$ cat config.mk
export PLATFORM = sky130hd
export DESIGN_NAME = norm_stream_ctrl
export DESIGN_NICKNAME = d
export VERILOG_FILES = /design/src/rtl/norm_stream_ctrl.sv
export SDC_FILE = /design/constraint.sdc
export NUM_CORES = 2
export LEC_CHECK = 0
export BUFFER_PORTS_ARGS = -buffer_cell sky130_fd_sc_hd__buf_2
export CAP_MARGIN = 20
export CORE_UTILIZATION = 45
export CTS_CLUSTER_DIAMETER = 60
export DETAILED_ROUTE_END_ITERATION = 8
export PLACE_DENSITY_LB_ADDON = 0.2
export SKIP_CTS_REPAIR_TIMING = 1
export SYNTH_ARGS = -nofsm -noshare
export SYNTH_HDL_FRONTEND = slang
export SYNTH_SLANG_ARGS = --single-unit
$ cat constraint.sdc
create_clock -name clk -period 8.6 [get_ports clk]
set_input_delay 1.72 -clock clk [delete_from_list [all_inputs] [get_ports clk]]
set_output_delay 1.72 -clock clk [all_outputs]
set_load 0.05 [all_outputs]
$ cat src/rtl/norm_stream_ctrl.sv
// norm_stream_ctrl: frame sequencer and 3-stage normalisation pipeline for
// the AlexNet input stage. Each 8-bit sample becomes
// (x/255 - mean_c) * inv_std_c, emitted as a signed Q8.24 word.
//
// Optional build macro NORM_PLANAR_EN: the input is planar (the whole R plane,
// then G, then B) instead of interleaved RGB. When it is defined, FRAME_PIX
// must equal 3*PLANE_SIZE.
//
// Handshake: both stream interfaces use valid/ready. A transfer happens on a
// rising clk edge where valid && ready. A producer holding valid keeps its
// payload stable until the transfer. out_valid does not depend on out_ready.
// pix_ready is derived combinationally from state and out_ready only.
module norm_stream_ctrl #(
  parameter int FRAME_PIX  = 154587,
  parameter int CNT_W      = 18
`ifdef NORM_PLANAR_EN
  ,
  parameter int PLANE_SIZE = 51529
`endif
) (
  input  logic        clk,
  input  logic        rst_n,
  input  logic        start,
  output logic        busy,
  output logic        done,
  input  logic        pix_valid,
  output logic        pix_ready,
  input  logic [7:0]  pix_data,
  output logic        out_valid,
  input  logic        out_ready,
  output logic [31:0] out_data,
  output logic [1:0]  out_chan,
  output logic        out_last,
  input  logic        cfg_we,
  input  logic [2:0]  cfg_addr,
  input  logic [31:0] cfg_wdata,
  output logic [1:0]  dbg_state
);

  typedef enum logic [1:0] {
    S_IDLE  = 2'd0,
    S_RUN   = 2'd1,
    S_DRAIN = 2'd2
  } state_t;

  localparam logic [CNT_W-1:0] LAST_IDX = CNT_W'(FRAME_PIX - 1);
`ifdef NORM_PLANAR_EN
  localparam logic [CNT_W-1:0] PLANE_LAST = CNT_W'(PLANE_SIZE - 1);
`endif

  // ImageNet defaults: mean as Q0.24, 1/std as Q4.12
  localparam logic [23:0] MEAN_R_RST = 24'd8136950;
  localparam logic [23:0] MEAN_G_RST = 24'd7650411;
  localparam logic [23:0] MEAN_B_RST = 24'd6811550;
  localparam logic [15:0] INV_R_RST  = 16'd17886;
  localparam logic [15:0] INV_G_RST  = 16'd18286;
  localparam logic [15:0] INV_B_RST  = 16'd18204;

  state_t state_q, state_d;
  logic done_q, done_d;
  logic [CNT_W-1:0] in_cnt_q, in_cnt_d;
  logic [CNT_W-1:0] out_cnt_q, out_cnt_d;
  logic [1:0] ch_q, ch_d;
`ifdef NORM_PLANAR_EN
  logic [CNT_W-1:0] plane_cnt_q, plane_cnt_d;
`endif

  logic [23:0] mean_q [3];
  logic [23:0] mean_d [3];
  logic [15:0] inv_q [3];
  logic [15:0] inv_d [3];

  // Pipeline registers
  logic               s1_valid_q, s2_valid_q, s3_valid_q;
  logic [23:0]        s1_x_q;
  logic [1:0]         s1_ch_q, s2_ch_q, s3_ch_q;
  logic signed [24:0] s2_diff_q;
  logic [31:0]        s3_data_q;

  logic               en, in_acc, out_acc, start_acc;
  logic [23:0]        s1_x_d;
  logic [23:0]        mean_sel;
  logic [15:0]        inv_sel;
  logic signed [24:0] s2_diff_d;
  logic signed [41:0] prod;
  logic [31:0]        s3_data_d;

  // Handshake qualifiers and status outputs
  always_comb begin
    en        = !s3_valid_q || out_ready;
    pix_ready = (state_q == S_RUN) && en;
    in_acc    = pix_valid && pix_ready;
    out_acc   = s3_valid_q && out_ready;
    // a start coinciding with the done pulse is dropped
    start_acc = (state_q == S_IDLE) && start && !done_q;
    busy      = (state_q != S_IDLE);
    done      = done_q;
    out_valid = s3_valid_q;
    out_data  = s3_data_q;
    out_chan  = s3_ch_q;
    out_last  = s3_valid_q && (out_cnt_q == LAST_IDX);
    dbg_state = state_q;
  end

  // Frame FSM next-state and done pulse
  always_comb begin
    state_d = state_q;
    done_d  = 1'b0;
    case (state_q)
      S_IDLE:  if (start_acc) state_d = S_RUN;
      S_RUN:   if (in_acc && (in_cnt_q == LAST_IDX)) state_d = S_DRAIN;
      S_DRAIN: begin
        if (out_acc && (out_cnt_q == LAST_IDX)) begin
          state_d = S_IDLE;
          done_d  = 1'b1;
        end
      end
      default: state_d = S_IDLE;
    endcase
  end

  // Sample / output counters and the channel index
  always_comb begin
    in_cnt_d  = in_cnt_q;
    out_cnt_d = out_cnt_q;
    ch_d      = ch_q;
`ifdef NORM_PLANAR_EN
    plane_cnt_d = plane_cnt_q;
`endif
    if (start_acc) begin
      in_cnt_d  = '0;
      out_cnt_d = '0;
      ch_d      = 2'd0;
`ifdef NORM_PLANAR_EN
      plane_cnt_d = '0;
`endif
    end else begin
      if (in_acc) begin
        in_cnt_d = in_cnt_q + CNT_W'(1);
`ifdef NORM_PLANAR_EN
        if (plane_cnt_q == PLANE_LAST) begin
          plane_cnt_d = '0;
          ch_d        = (ch_q == 2'd2) ? 2'd0 : ch_q + 2'd1;
        end else begin
          plane_cnt_d = plane_cnt_q + CNT_W'(1);
        end
`else
        ch_d = (ch_q == 2'd2) ? 2'd0 : ch_q + 2'd1;
`endif
      end
      if (out_acc) out_cnt_d = out_cnt_q + CNT_W'(1);
    end
  end

  // Constant registers: writable only while idle; addresses 6-7 do nothing
  always_comb begin
    mean_d = mean_q;
    inv_d  = inv_q;
    if (cfg_we && (state_q == S_IDLE)) begin
      case (cfg_addr)
        3'd0: mean_d[0] = cfg_wdata[23:0];
        3'd1: mean_d[1] = cfg_wdata[23:0];
        3'd2: mean_d[2] = cfg_wdata[23:0];
        3'd3: inv_d[0]  = cfg_wdata[15:0];
        3'd4: inv_d[1]  = cfg_wdata[15:0];
        3'd5: inv_d[2]  = cfg_wdata[15:0];
        default: ;
      endcase
    end
  end

  // Datapath arithmetic for the three stages
  always_comb begin
    // pix*65793 == pix replicated three times: Q0.24 of pix/255
    s1_x_d   = {pix_data, pix_data, pix_data};
    mean_sel = mean_q[0];
    inv_sel  = inv_q[0];
    case (s1_ch_q)
      2'd1:    mean_sel = mean_q[1];
      2'd2:    mean_sel = mean_q[2];
      default: mean_sel = mean_q[0];
    endcase
    case (s2_ch_q)
      2'd1:    inv_sel = inv_q[1];
      2'd2:    inv_sel = inv_q[2];
      default: inv_sel = inv_q[0];
    endcase
    s2_diff_d = $signed({1'b0, s1_x_q}) - $signed({1'b0, mean_sel});
    prod      = $signed(42'(s2_diff_q)) * $signed(42'({1'b0, inv_sel}));
    // Q1.24 * Q4.12 = Q.36; dropping 12 bits (floor) gives Q8.24
    s3_data_d = {{2{prod[41]}}, prod[41:12]};
  end

  // Control state, counters and constants
  always_ff @(posedge clk) begin
    if (!rst_n) begin
      state_q   <= S_IDLE;
      done_q    <= 1'b0;
      in_cnt_q  <= '0;
      out_cnt_q <= '0;
      ch_q      <= 2'd0;
`ifdef NORM_PLANAR_EN
      plane_cnt_q <= '0;
`endif
      mean_q[0] <= MEAN_R_RST;
      mean_q[1] <= MEAN_G_RST;
      mean_q[2] <= MEAN_B_RST;
      inv_q[0]  <= INV_R_RST;
      inv_q[1]  <= INV_G_RST;
      inv_q[2]  <= INV_B_RST;
    end else begin
      state_q   <= state_d;
      done_q    <= done_d;
      in_cnt_q  <= in_cnt_d;
      out_cnt_q <= out_cnt_d;
      ch_q      <= ch_d;
`ifdef NORM_PLANAR_EN
      plane_cnt_q <= plane_cnt_d;
`endif
      mean_q    <= mean_d;
      inv_q     <= inv_d;
    end
  end

  // Pipeline: every stage moves together on en, all hold when stalled
  always_ff @(posedge clk) begin
    if (!rst_n) begin
      s1_valid_q <= 1'b0;
      s2_valid_q <= 1'b0;
      s3_valid_q <= 1'b0;
      s1_x_q     <= '0;
      s1_ch_q    <= 2'd0;
      s2_diff_q  <= '0;
      s2_ch_q    <= 2'd0;
      s3_data_q  <= '0;
      s3_ch_q    <= 2'd0;
    end else if (en) begin
      s1_valid_q <= in_acc;
      s1_x_q     <= s1_x_d;
      s1_ch_q    <= ch_q;
      s2_valid_q <= s1_valid_q;
      s2_diff_q  <= s2_diff_d;
      s2_ch_q    <= s1_ch_q;
      s3_valid_q <= s2_valid_q;
      s3_data_q  <= s3_data_d;
      s3_ch_q    <= s2_ch_q;
    end
  end

endmodule

# Yosys cells after proc, flatten, opt, wreduce, memory -nomap -nowiden
# Cells that the tools add are included.
[op_classes]
addsub = 4
mul = 1
n_eq_ne = 17
n_mux = 8
bitwise = 1
reduce_logical = 24
[ops]
columns = ["operator", "count"]
rows = [
  ["one-hot mux 24 bit (2 select lines)", 1],
  ["multiplier 25 x 17 -> 42 bit", 1],
  ["adder 18 x 1 -> 18 bit, second input constant", 2],
  ["== test 18 bit, second input constant", 2],
  ["one-hot mux 16 bit (2 select lines)", 1],
  ["subtractor 24 x 24 -> 25 bit", 1],
  ["AND reduction 2 bit", 7],
  ["logical AND 1 bit", 9],
  ["== test 2 bit, second input constant", 4],
  ["2-to-1 mux 2 bit", 4],
  ["== test 2 x 1 -> 1 bit, second input constant", 3],
  ["== test 3 x 2 -> 1 bit, second input constant", 2],
  ["== test 3 bit, second input constant", 2],
  ["one-hot mux 2 bit (3 select lines)", 1],
  ["!= test 2 bit, second input constant", 2],
  ["== test 3 x 1 -> 1 bit, second input constant", 1],
  ["logical NOT 3 bit", 1],
  ["AND reduction 3 bit", 1],
  ["adder 2 x 1 -> 2 bit, second input constant", 1],
  ["logical NOT 1 bit", 2],
  ["logical NOT 2 bit", 1],
  ["!= test 2 x 1 -> 1 bit, second input constant", 1],
  ["nonzero test 2 bit", 1],
  ["OR reduction 2 bit", 1],
  ["other kinds (3)", 3],
]
[totals]
ff_bits = 249
input_bits = 49
out_inout_bits = 41
elab_cells = 75

# Depth between registers and ports, before layout
[logic_depth]
depth_word = 7
mapped_depth = 31

# Least setup slack after synthesis
# OpenSTA, ideal clock, no wires.
[synth_path]
path_kind = "reg2reg"
startpoint = "register s2_ch_q[0]"
endpoint = "register s3_data_q[27] (netlist: out_data[27])"
setup_ns = 0.126
arrival_ns = 7.210
required_time_ns = 8.474
setup_slack_ns = 1.264
path_stages_with_launch = 31
path_buffers = 3
cell_sequence = "dfxtp_1 > inv_1 > ha_1 > clkbuf_1 > buf_1 > nand2_1 > o21ai_1 > clkbuf_1 > nand2_1 > fa_1 > inv_1 > fa_1 > inv_1 > fa_1 > inv_1 > fa_1 > fa_1 > inv_1 > fa_1 > inv_1 > ha_1 > a21o_1 > a221o_1 > a21oi_1 > or2_2 > and4_4 > o21ai_4 > a31oi_4 > a211o_1 > nor3b_1 > o31ai_1"
[synth_between]
elab_chain_len = 3
elab_cells_between_ends = 4
cone_classes = "mul: 1; eq/ne: 2; mux: 1"
[synth_lines]
columns = ["element", "line", "source"]
rows = [
  ["start, declared", "76", "logic [1:0] s1_ch_q, s2_ch_q, s3_ch_q;"],
  ["start signal, assigned", "243", "s2_ch_q <= s1_ch_q;"],
  ["== test 2 bit or == test 2 x 1 -> 1 bit (tied branches)", "183", "case (s2_ch_q)"],
  ["one-hot mux 16 bit (2 select lines) (*)", "183", ""],
  ["multiplier 25 x 17 -> 42 bit (*)", "189", "prod = $signed(42'(s2_diff_q)) * $signed(42'({1'b0, inv_sel}));"],
  ["end signal, assigned", "245", "s3_data_q <= s3_data_d;"],
  ["end, declared", "78", "logic [31:0] s3_data_q;"],
]
# Mark *: on every way between the ends. The rest lies on a longest branch, timed or not.
# A chain may end at the register's enable or synchronous reset.

# Final worst setup path
# Same ends and word-level chain as after synthesis.

==> results.yml <==
die:
  die_area_um2: 54650
  die_x_um: 233.8
  dieHeight_um: 233.8
  core-area_um2: 52870
  ios: 90
  start_util_pct: 45.72
  rows: 84
worst_setup_path:
  cp_slowest_stage_delay_ns: 0.81
  crit_path_max_fanout: 16
  crit_slowest_cell: "ha_1"
  cp-endpoint: "out_data[27]"
  worstReg2RegStart: "s2_ch_q[0]"
  r2r_end: "out_data[27]"
  crit_top_cell: "fa_1"
  crit_required_ns: 9.03
  r2r_slack_ns: 0.42
  startpoint: "s2_ch_q[0]"
  ff2ff_path_depth: 26
  worstSetupPathType: "register to register"
  critPathCaptureType: "register"
  cp-start-kind: "register"
  crit_arrival_ns: 8.61
synthesis:
  async_flop_share_pct: 0
  synthTopCellsByCount: "nand2_1, inv_1, fa_1"
  yosysUniqueCellTypes: 62
  postSynthCellCount: 2883
  syn_area_um2: 24170
  synth-edff-count: 0
  synth_most_common_cell: "nand2_1"
  synth_top_area_share_pct: 32.30
  ys.flop_type: "dfxtp_1"
  yosysTopAreaCell: "fa_1"
  synth_sequential_area_ratio_pct: 19.30
  synth_seq_cells: 233
  synth_area_leaders: "fa_1, dfxtp_1, nand2_1"
  syn-num-nets: 3455
  syn_avg_cell_area_um2: 8.384
  synth-warning-count: 0
sta:
  hold_viol_final: 0
  fin_ws_ns: 0.4223
  setup_viol: 0
  skew_ns: 0.01111
  grt_setup_unrepaired: "no"
  maxSlewViolCount: 0
  post-route-period-util_pct: 95.09
  tns_ns: 0
  tightest_slew_ns: 1.107
  max_freq_mhz: 122.3
  relSlewSlack_pct: 26.23
  min_period_ns: 8.178
grt:
  grt_max_degree: 78
  antenna_found_initial: 0
  overflow: 0
  grt_pass1_vias: 19710
  track_usage_pct: 23.55
  grt_pass1_wl_um: 102500
detailed_routing:
  ant_nets: 0
  vias: 18950
  wirelength_um: 61190
  wire_per_inst_um: 16.99
  drcViolationCount: 0
  dr.pass1.iters: 7
  vias_per_cell: 5.262
  drt_iter0_drc: 927
clocking:
  cts.clk_slew.worst_paths_ns: 0.06
  clock_latency_ns: 0.57
  ctsLongestPathBuffers: 3
  htreeDepth: 1
  cts_tree: "done"
  cts.sinks: 233
  cts_made_buffers: 27
  cts_root_buf: "clkbuf_16"
final_layout:
  fillerInstances: 5098
  antenna_cells: 0
  area_growth_pct: 8.525
  post-route-cell-area_um2: 26230
  seqCellArea_um2: 4664
  nets: 3464
  drive_gt1_share_pct: 6.831
  multi_input_area_um2: 17260
  layoutNonFillerInstCount: 3601
power:
  powerDensity_nw_per_um2: 455.2
  ir_worst_vdd_uv: 822.1
  p_total_w: 0.01194
  p_leak_nw: 12.59
place:
  placed_area_um2: 25290
  preCtsSetupSlack_ns: 0.4834
  gp_congestion: 0.8614
  dp.cells: 3550
  dp_hpwl_um: 45590
  portBuffers: 81
worst_hold_path:
  hp-class: "register to register"
status:
  status: "finished clean"
job:
  drv_cap: 0
-- cell type report --
class	count	area share, %
multi-input combinational	2033	65.80
sequential	233	17.78
inverter	477	6.835
tap	688	3.281
clock buffer	40	3.067
timing repair buffer	120	2.752
clock inverter	10	0.4817
-- per-stage QoR --
stage / hold WS (ns) / util [%]
detailed placement: 0.4421 / 47.83
CTS: 0.4484 / 49.59
global route: 0.4589 / 49.62
finish: 0.4466 / 49.62
global placement: 0.4409 / 47.81
floorplan: 0.4322 / -
-- cells by family after synthesis --
logic type                 synth area share (%)
DFF                                       19.30
xor gates and xnor gates                  2.790
adders and majority gates                 39.18
and+or+nand+nor                           20.20
muxes                                   0.08799
AOI/OAI and AO/OA                         8.820
buffers and inverters                     9.617
-- routing by layer --
layer / global-route usage, % / up-vias / share of wire [%]
met3: 2.468 / 93 / 5.3
met4: 5.479 / 0 / 2.1
li1: - / 8916 / -
met5: 0 / - / 0
met1: 32.05 / 9479 / 45
met2: 40.27 / 462 / 48
-- report_power, final --
group	switching (W)	internal, W	total (W)
logic	0.00536	0.00403	0.00939
registers	0.000126	0.00124	0.00137
clock network	0.000481	0.000709	0.00119
-- worst min-delay path by stage --
stage / cells after the start / slack, ns / start / end
2_1_floorplan: 2 / 0.43 / s2_valid_q / s2_valid_q
3_3_place_gp: 2 / 0.44 / out_data[3] / out_data[3]
3_5_place_dp: 2 / 0.44 / out_data[4] / out_data[4]
4_1_cts: 2 / 0.45 / out_data[4] / out_data[4]
5_1_grt: 2 / 0.46 / out_data[10] / out_data[10]
6_report: 2 / 0.45 / out_data[10] / out_data[10]
-- flip-flops by register name (all words and copies together) (netlist names), 8 cells and up --
| name | flops |
|---|---|
| s1_x_q | 8 |
| out_data | 30 |
| inv_q | 48 |
| out_cnt_q | 18 |
| in_cnt_q | 18 |
| mean_q | 72 |
| s2_diff_q | 25 |
-- cell usage in the layout (no fill, tap or decap), types with 27 or more instances in the layout --
| master | instances |
|---|---|
| inv_1 | 476 |
| dfxtp_1 | 233 |
| ha_1 | 133 |
| buf_2 | 81 |
| nor2b_1 | 127 |
| buf_4 | 36 |
| and2_1 | 45 |
| clkbuf_16 | 27 |
| nand2_1 | 602 |
| xnor2_1 | 43 |
| nor2_1 | 104 |
| nand3_1 | 114 |
| xor2_1 | 34 |
| and3_1 | 27 |
| o21ai_0 | 34 |
| a22oi_1 | 42 |
| a21oi_1 | 166 |
| fa_1 | 390 |
-- worst max-delay path: cells and delay by family, from the launching register on --
kind	cells	cell delay, ns
buffers and inverters	5	0.27
AOI/OAI and AO/OA	7	1.97
DFF	1	0.38
and+or+nand+nor	6	1.25
adders and majority gates	8	4.16
No activity file was read; power rests on OpenSTA's default activity.
